**src/rtl/fpnew_hub_lane_sequencer.sv**
```systemverilog
// Lane sequencer: time-multiplexes one scalar HUB add/mul/div unit across the
// lanes of a packed SIMD request, keeping exactly one lane outstanding at a time.

package fpnew_pkg;
  typedef enum logic [3:0] {
    FMADD, FNMSUB, ADD, MUL, DIV, SQRT, SGNJ, MINMAX,
    CMP, CLASSIFY, F2F, F2I, I2F, CPKAB, CPKCD
  } operation_e;

  typedef struct packed {
    logic nv;
    logic dz;
    logic of;
    logic uf;
    logic nx;
  } status_t;
endpackage

module fpnew_hub_lane_sequencer #(
  parameter int Width    = 64,
  parameter int FpWidth  = 16,
  parameter int TagWidth = 4,
  localparam int NumLanes = Width / FpWidth,
  localparam int LaneW    = (NumLanes > 1) ? $clog2(NumLanes) : 1
) (
  input  logic                   clk_i,
  input  logic                   rst_i,
  input  logic [2*Width-1:0]     operands_i,   // {B, A}
  input  fpnew_pkg::operation_e  op_i,
  input  logic                   op_mod_i,
  input  logic                   vectorial_op_i,
  input  logic [NumLanes-1:0]    simd_mask_i,
  input  logic [TagWidth-1:0]    tag_i,
  input  logic                   in_valid_i,
  output logic                   in_ready_o,
  input  logic                   flush_i,
  output logic [Width-1:0]       result_o,
  output fpnew_pkg::status_t     status_o,
  output logic [TagWidth-1:0]    tag_o,
  output logic                   out_valid_o,
  input  logic                   out_ready_i,
  output logic                   busy_o,
  output logic [2*FpWidth-1:0]   unit_operands_o, // {B lane, A lane}
  output fpnew_pkg::operation_e  unit_op_o,
  output logic                   unit_op_mod_o,
  output logic                   unit_valid_o,
  input  logic                   unit_ready_i,
  input  logic [FpWidth-1:0]     unit_result_i,
  input  fpnew_pkg::status_t     unit_status_i,
  input  logic                   unit_out_valid_i,
  output logic                   unit_out_ready_o,
  output logic                   unit_flush_o
);

  typedef enum logic [1:0] {IDLE, ISSUE, WAIT, DONE} state_e;

  state_e state, state_next;

  logic [Width-1:0]      opa_q, opb_q, result_q, init_result;
  fpnew_pkg::operation_e op_q;
  logic                  op_mod_q;
  logic [TagWidth-1:0]   tag_q;
  fpnew_pkg::status_t    status_q;
  logic [NumLanes-1:0]   pending_q;  // active lanes still to be issued/completed
  logic [NumLanes-1:0]   accept_lanes, remaining;
  logic [LaneW-1:0]      lane;
  logic                  accept, unit_done;

  function automatic logic [LaneW-1:0] lowest_lane(input logic [NumLanes-1:0] m);
    lowest_lane = '0;
    for (int i = NumLanes - 1; i >= 0; i--)
      if (m[i]) lowest_lane = LaneW'(i);
  endfunction

  assign lane         = lowest_lane(pending_q);
  assign remaining    = pending_q & ~(NumLanes'(1) << lane);
  assign accept_lanes = vectorial_op_i ? simd_mask_i : NumLanes'(1);

  // A flush blocks acceptance, so upstream never sees a handshake that is dropped.
  assign in_ready_o = ~rst_i & ~flush_i &
                      ((state == IDLE) | ((state == DONE) & out_ready_i));
  assign accept     = in_valid_i & in_ready_o;
  assign unit_done  = (state == WAIT) & unit_out_valid_i;

  // Seed the buffer with the pass-through values; active lanes get overwritten.
  always_comb begin
    init_result = '1;
    if (vectorial_op_i) init_result = operands_i[Width-1:0];
    else                init_result[FpWidth-1:0] = operands_i[FpWidth-1:0];
  end

  // NOTE: default assignment first so every path drives state_next (no latch).
  always_comb begin
    state_next = state;
    unique case (state)
      IDLE:  if (accept) state_next = (accept_lanes == '0) ? DONE : ISSUE;
      ISSUE: if (unit_ready_i) state_next = WAIT;
      WAIT:  if (unit_out_valid_i) state_next = (remaining == '0) ? DONE : ISSUE;
      DONE:  if (out_ready_i)
               state_next = !accept ? IDLE : ((accept_lanes == '0) ? DONE : ISSUE);
      default: state_next = IDLE;
    endcase
    if (flush_i) state_next = IDLE;
  end

  // NOTE: sequential state uses non-blocking assignments only.
  always_ff @(posedge clk_i or posedge rst_i) begin
    if (rst_i) state <= IDLE;
    else       state <= state_next;
  end

  always_ff @(posedge clk_i or posedge rst_i) begin
    if (rst_i) begin
      opa_q     <= '0;
      opb_q     <= '0;
      result_q  <= '0;
      op_q      <= fpnew_pkg::FMADD;
      op_mod_q  <= 1'b0;
      tag_q     <= '0;
      status_q  <= '0;
      pending_q <= '0;
    end else if (flush_i) begin
      result_q  <= '0;
      status_q  <= '0;
      pending_q <= '0;
    end else if (accept) begin
      opa_q     <= operands_i[Width-1:0];
      opb_q     <= operands_i[2*Width-1:Width];
      op_q      <= op_i;
      op_mod_q  <= op_mod_i;
      tag_q     <= tag_i;
      status_q  <= '0;
      result_q  <= init_result;
      pending_q <= accept_lanes;
    end else if (unit_done) begin
      result_q[lane*FpWidth +: FpWidth] <= unit_result_i;
      status_q  <= fpnew_pkg::status_t'(status_q | unit_status_i);
      pending_q <= remaining;
    end
  end

  assign unit_operands_o  = {opb_q[lane*FpWidth +: FpWidth], opa_q[lane*FpWidth +: FpWidth]};
  assign unit_op_o        = op_q;
  assign unit_op_mod_o    = op_mod_q;
  assign unit_valid_o     = (state == ISSUE);
  assign unit_out_ready_o = (state == WAIT);
  assign unit_flush_o     = flush_i;

  assign out_valid_o = (state == DONE);
  assign busy_o      = (state != IDLE);
  assign result_o    = result_q;
  assign status_o    = status_q;
  assign tag_o       = tag_q;

endmodule
```
**config.mk**
```make
export PLATFORM = sky130hd
export DESIGN_NAME = fpnew_hub_lane_sequencer
export DESIGN_NICKNAME = d
export VERILOG_FILES = /design/src/rtl/fpnew_hub_lane_sequencer.sv
export SDC_FILE = /design/constraint.sdc
export NUM_CORES = 1
export LEC_CHECK = 0
export CORE_MARGIN = 8
export CORE_UTILIZATION = 60
export CTS_CLUSTER_DIAMETER = 200
export DETAILED_ROUTE_END_ITERATION = 8
export DONT_BUFFER_PORTS = 1
export PLACE_DENSITY = 0.76
export SYNTH_ARGS = -nofsm -noshare
export SYNTH_HDL_FRONTEND = slang
export SYNTH_SLANG_ARGS = --single-unit
```
**constraint.sdc**
```tcl
create_clock -name clk_i -period 8.4 [get_ports clk_i]
set_clock_uncertainty 0.15 [all_clocks]
set_input_delay 0.84 -clock clk_i [delete_from_list [all_inputs] [get_ports clk_i]]
set_output_delay 0.84 -clock clk_i [all_outputs]
set_load 0.02 [all_outputs]
```
==> metrics.csv <==
metric,value,unit
run status,"complete, no violations",
worst flop-to-flop path startpoint,pending_q[0],
flop-to-flop setup slack,4.74,ns
Max Slew Vio Count,0,
Post-synth EDFFs,0,
"Net Count, Synth",1220,
Congestion Overflow GR,0,
Final ANT Viol Nets,0,
Bufs on Longest Clock Path,3,
initial antenna violation count,0,
Critical-path top delay cell,buf_4,
Max-slew headroom,19.5,%
Final HPWL DP,20.7,mm
GP Congestion,0.864,
largest net degree at the start of global routing,135,
clock latency on the worst-skew pair,0.50,ns
Die Wd,146,um
CP startpoint kind,flip-flop,
drt first pass iters,6,
Ant. Diodes,0,
final net count,1175,
Initial Utilization,61.2,%
CP max stage delay,0.81,ns
first-pass GRT wire length,46.5,mm
Crit path depth,5,
YS warnings,0,
post-CTS setup buffers,0,
FF-to-FF End,result_o[45],
mean post-synth cell area,9.67,sq um
period utilization,47.5,%
Setup TNS Final,0,ns
Final setup viols,0,
CP Capture Type,output pin,
async set-reset flop share out of synthesis,100,%
Leak,0.00508,uW
1st-iter DRT viols,640,
WP data arrival,3.00,ns
max cap viols,0,
crit path max fanout,74,
post-layout power,2750,uW
Power Dens Cells,253,nW/um^2
Crit path max-delay family,buffers and inverters,
CP Class,reg -> out,
crit-path cells,inv_1 > o21a_4 > buf_4 > inv_2 > mux4_2,
DR WL/cell,23.7,um
Die ar.,21300,sq um
ys flop type,dfrtp_1,
vias,7706,
layout cell share with drive strength beyond 1,9.24,%
unrepaired setup endpoints after global routing,false,
FILL cells,1304,
sequential share of the synthesized area,52.5,%
#FFs+latches synth,212,
number of top-level pins,286,
final hold violations,0,
area grow syn2layout,7.50,%
VDD IR max,0.213,mV
Reg2Reg Depth,8,
drt drc,0,
hold_buf cts,0,
vias in the first global route,7805,
Syn Inst Count,1046,
Die Ht,146,um
post-DR vias/cell,6.23,
CTS resizes,0,
"Buf+Inv Stages, Crit Path",3,
row count,47,
FMAX,0.250,GHz
Worst EP required,7.41,ns
# clock sinks,212,
Tmin final,3.99,ns
GRT Resource Usage Total,27.3,%
WL final,29.4,mm
Min-Delay Path Class,in -> async,
CTS tree,built,
Worst-Margin Slew,1.20,ns
core footprint,16500,sq um
TritonCTS Buffers,23,
Unique masters post-synth,53,
clock root buffer,clkbuf_16,
htree depth,1,
clock-pin slew on the worst setup and hold paths,0.06,ns
Port Buffer Count,0,
Post-Syn Area,10100,sq um
sequential cells by signal, summed over array words and instances (netlist names):
name           flops
opa_q             64
result_o          64
pending_q          4
unit_op_mod_o      1
unit_op_o          4
state              2
opb_q             64
status_o           5
tag_o              4
stage by stage:
stage                     cells  cell area [sq um]  hold WS [ns]  setup slack (ns)  util, %
after floorplan            1046              10100         0.290              1.62        -
after global placement     1196              10100         0.301              4.82     61.1
after detailed placement   1196              10100         0.307              4.77     61.1
after CTS                  1237              10900         0.233              4.36     65.8
after global routing       1237              10900         0.234              4.21     65.8
final                      1237              10900         0.174              4.41     65.8
synth_stat cells, types with 9 or more instances:
| cell | count | area, sq um |
|---|---|---|
| clkbuf_1 | 28 | 105 |
| a31oi_1 | 16 | 100 |
| nor2_1 | 39 | 146 |
| a221o_1 | 14 | 140 |
| a22o_1 | 16 | 140 |
| dfrtp_1 | 212 | 5310 |
| nor3_1 | 20 | 100 |
| inv_1 | 9 | 33.8 |
| nand2b_1 | 32 | 200 |
| nand2_1 | 419 | 1570 |
| or4b_1 | 14 | 140 |
| mux4_2 | 32 | 721 |
| o21ai_0 | 17 | 85.1 |
| a32oi_1 | 15 | 131 |
| o211ai_1 | 17 | 128 |
| o31ai_1 | 17 | 128 |
| a2bb2oi_1 | 15 | 131 |
| buf_2 | 43 | 215 |
how the worst max path moves through the flow:
stage	end	slack [ns]	startpoint
after floorplan	opa_q[0]	1.62	rst_i
after global routing	unit_operands_o[15]	4.21	pending_q[0]
after detailed placement	result_o[0]	4.77	pending_q[0]
after CTS	unit_operands_o[11]	4.36	pending_q[0]
final	unit_operands_o[13]	4.41	pending_q[0]
after global placement	result_o[0]	4.82	pending_q[0]
where the power goes:
part | switching (uW) | internal [uW] | total, uW
logic | 246 | 149 | 395
clock network | 410 | 624 | 1030
registers | 146 | 1180 | 1320
total | 801 | 1950 | 2750
placed cells by master (no fill, tap or decap), drive strengths merged, types with 16 or more instances in the layout:
cell type	count
a22o	16
a31oi	17
clkbuf	33
dfrtp	212
mux4	32
nand2	420
nand2b	32
nor2	39
nor3	20
o211ai	18
o21ai	18
o31ai	17
logic make-up (layout without fill, tap and decap cells):
family	after synthesis	count (layout)	share of synthesized area [%]
DFF	212	212	52.5
adders and majority gates	4	4	0.495
AOI/OAI and AO/OA	150	150	11.7
and+or+nand+nor	553	553	23.4
buffers and inverters	90	61	4.25
muxes	37	37	7.66
layout make-up:
class / count / area (sq um) / share of cell area, %
Sequential cell: 212 / 5310 / 48.8
Multi-Input combinational cell: 744 / 4400 / 40.5
Clock buffer: 33 / 643 / 5.92
Tap cell: 220 / 275 / 2.53
Clock inverter: 8 / 121 / 1.12
Timing Repair Buffer: 10 / 75.1 / 0.691
Inverter: 10 / 45.0 / 0.414
routing by layer:
metal	track usage [%]	routed length [um]
met1	34.9	11400
met2	41.6	13000
met3	12.0	4140
met4	7.44	744
met5	0	0
(Power assumes the default switching activity.)
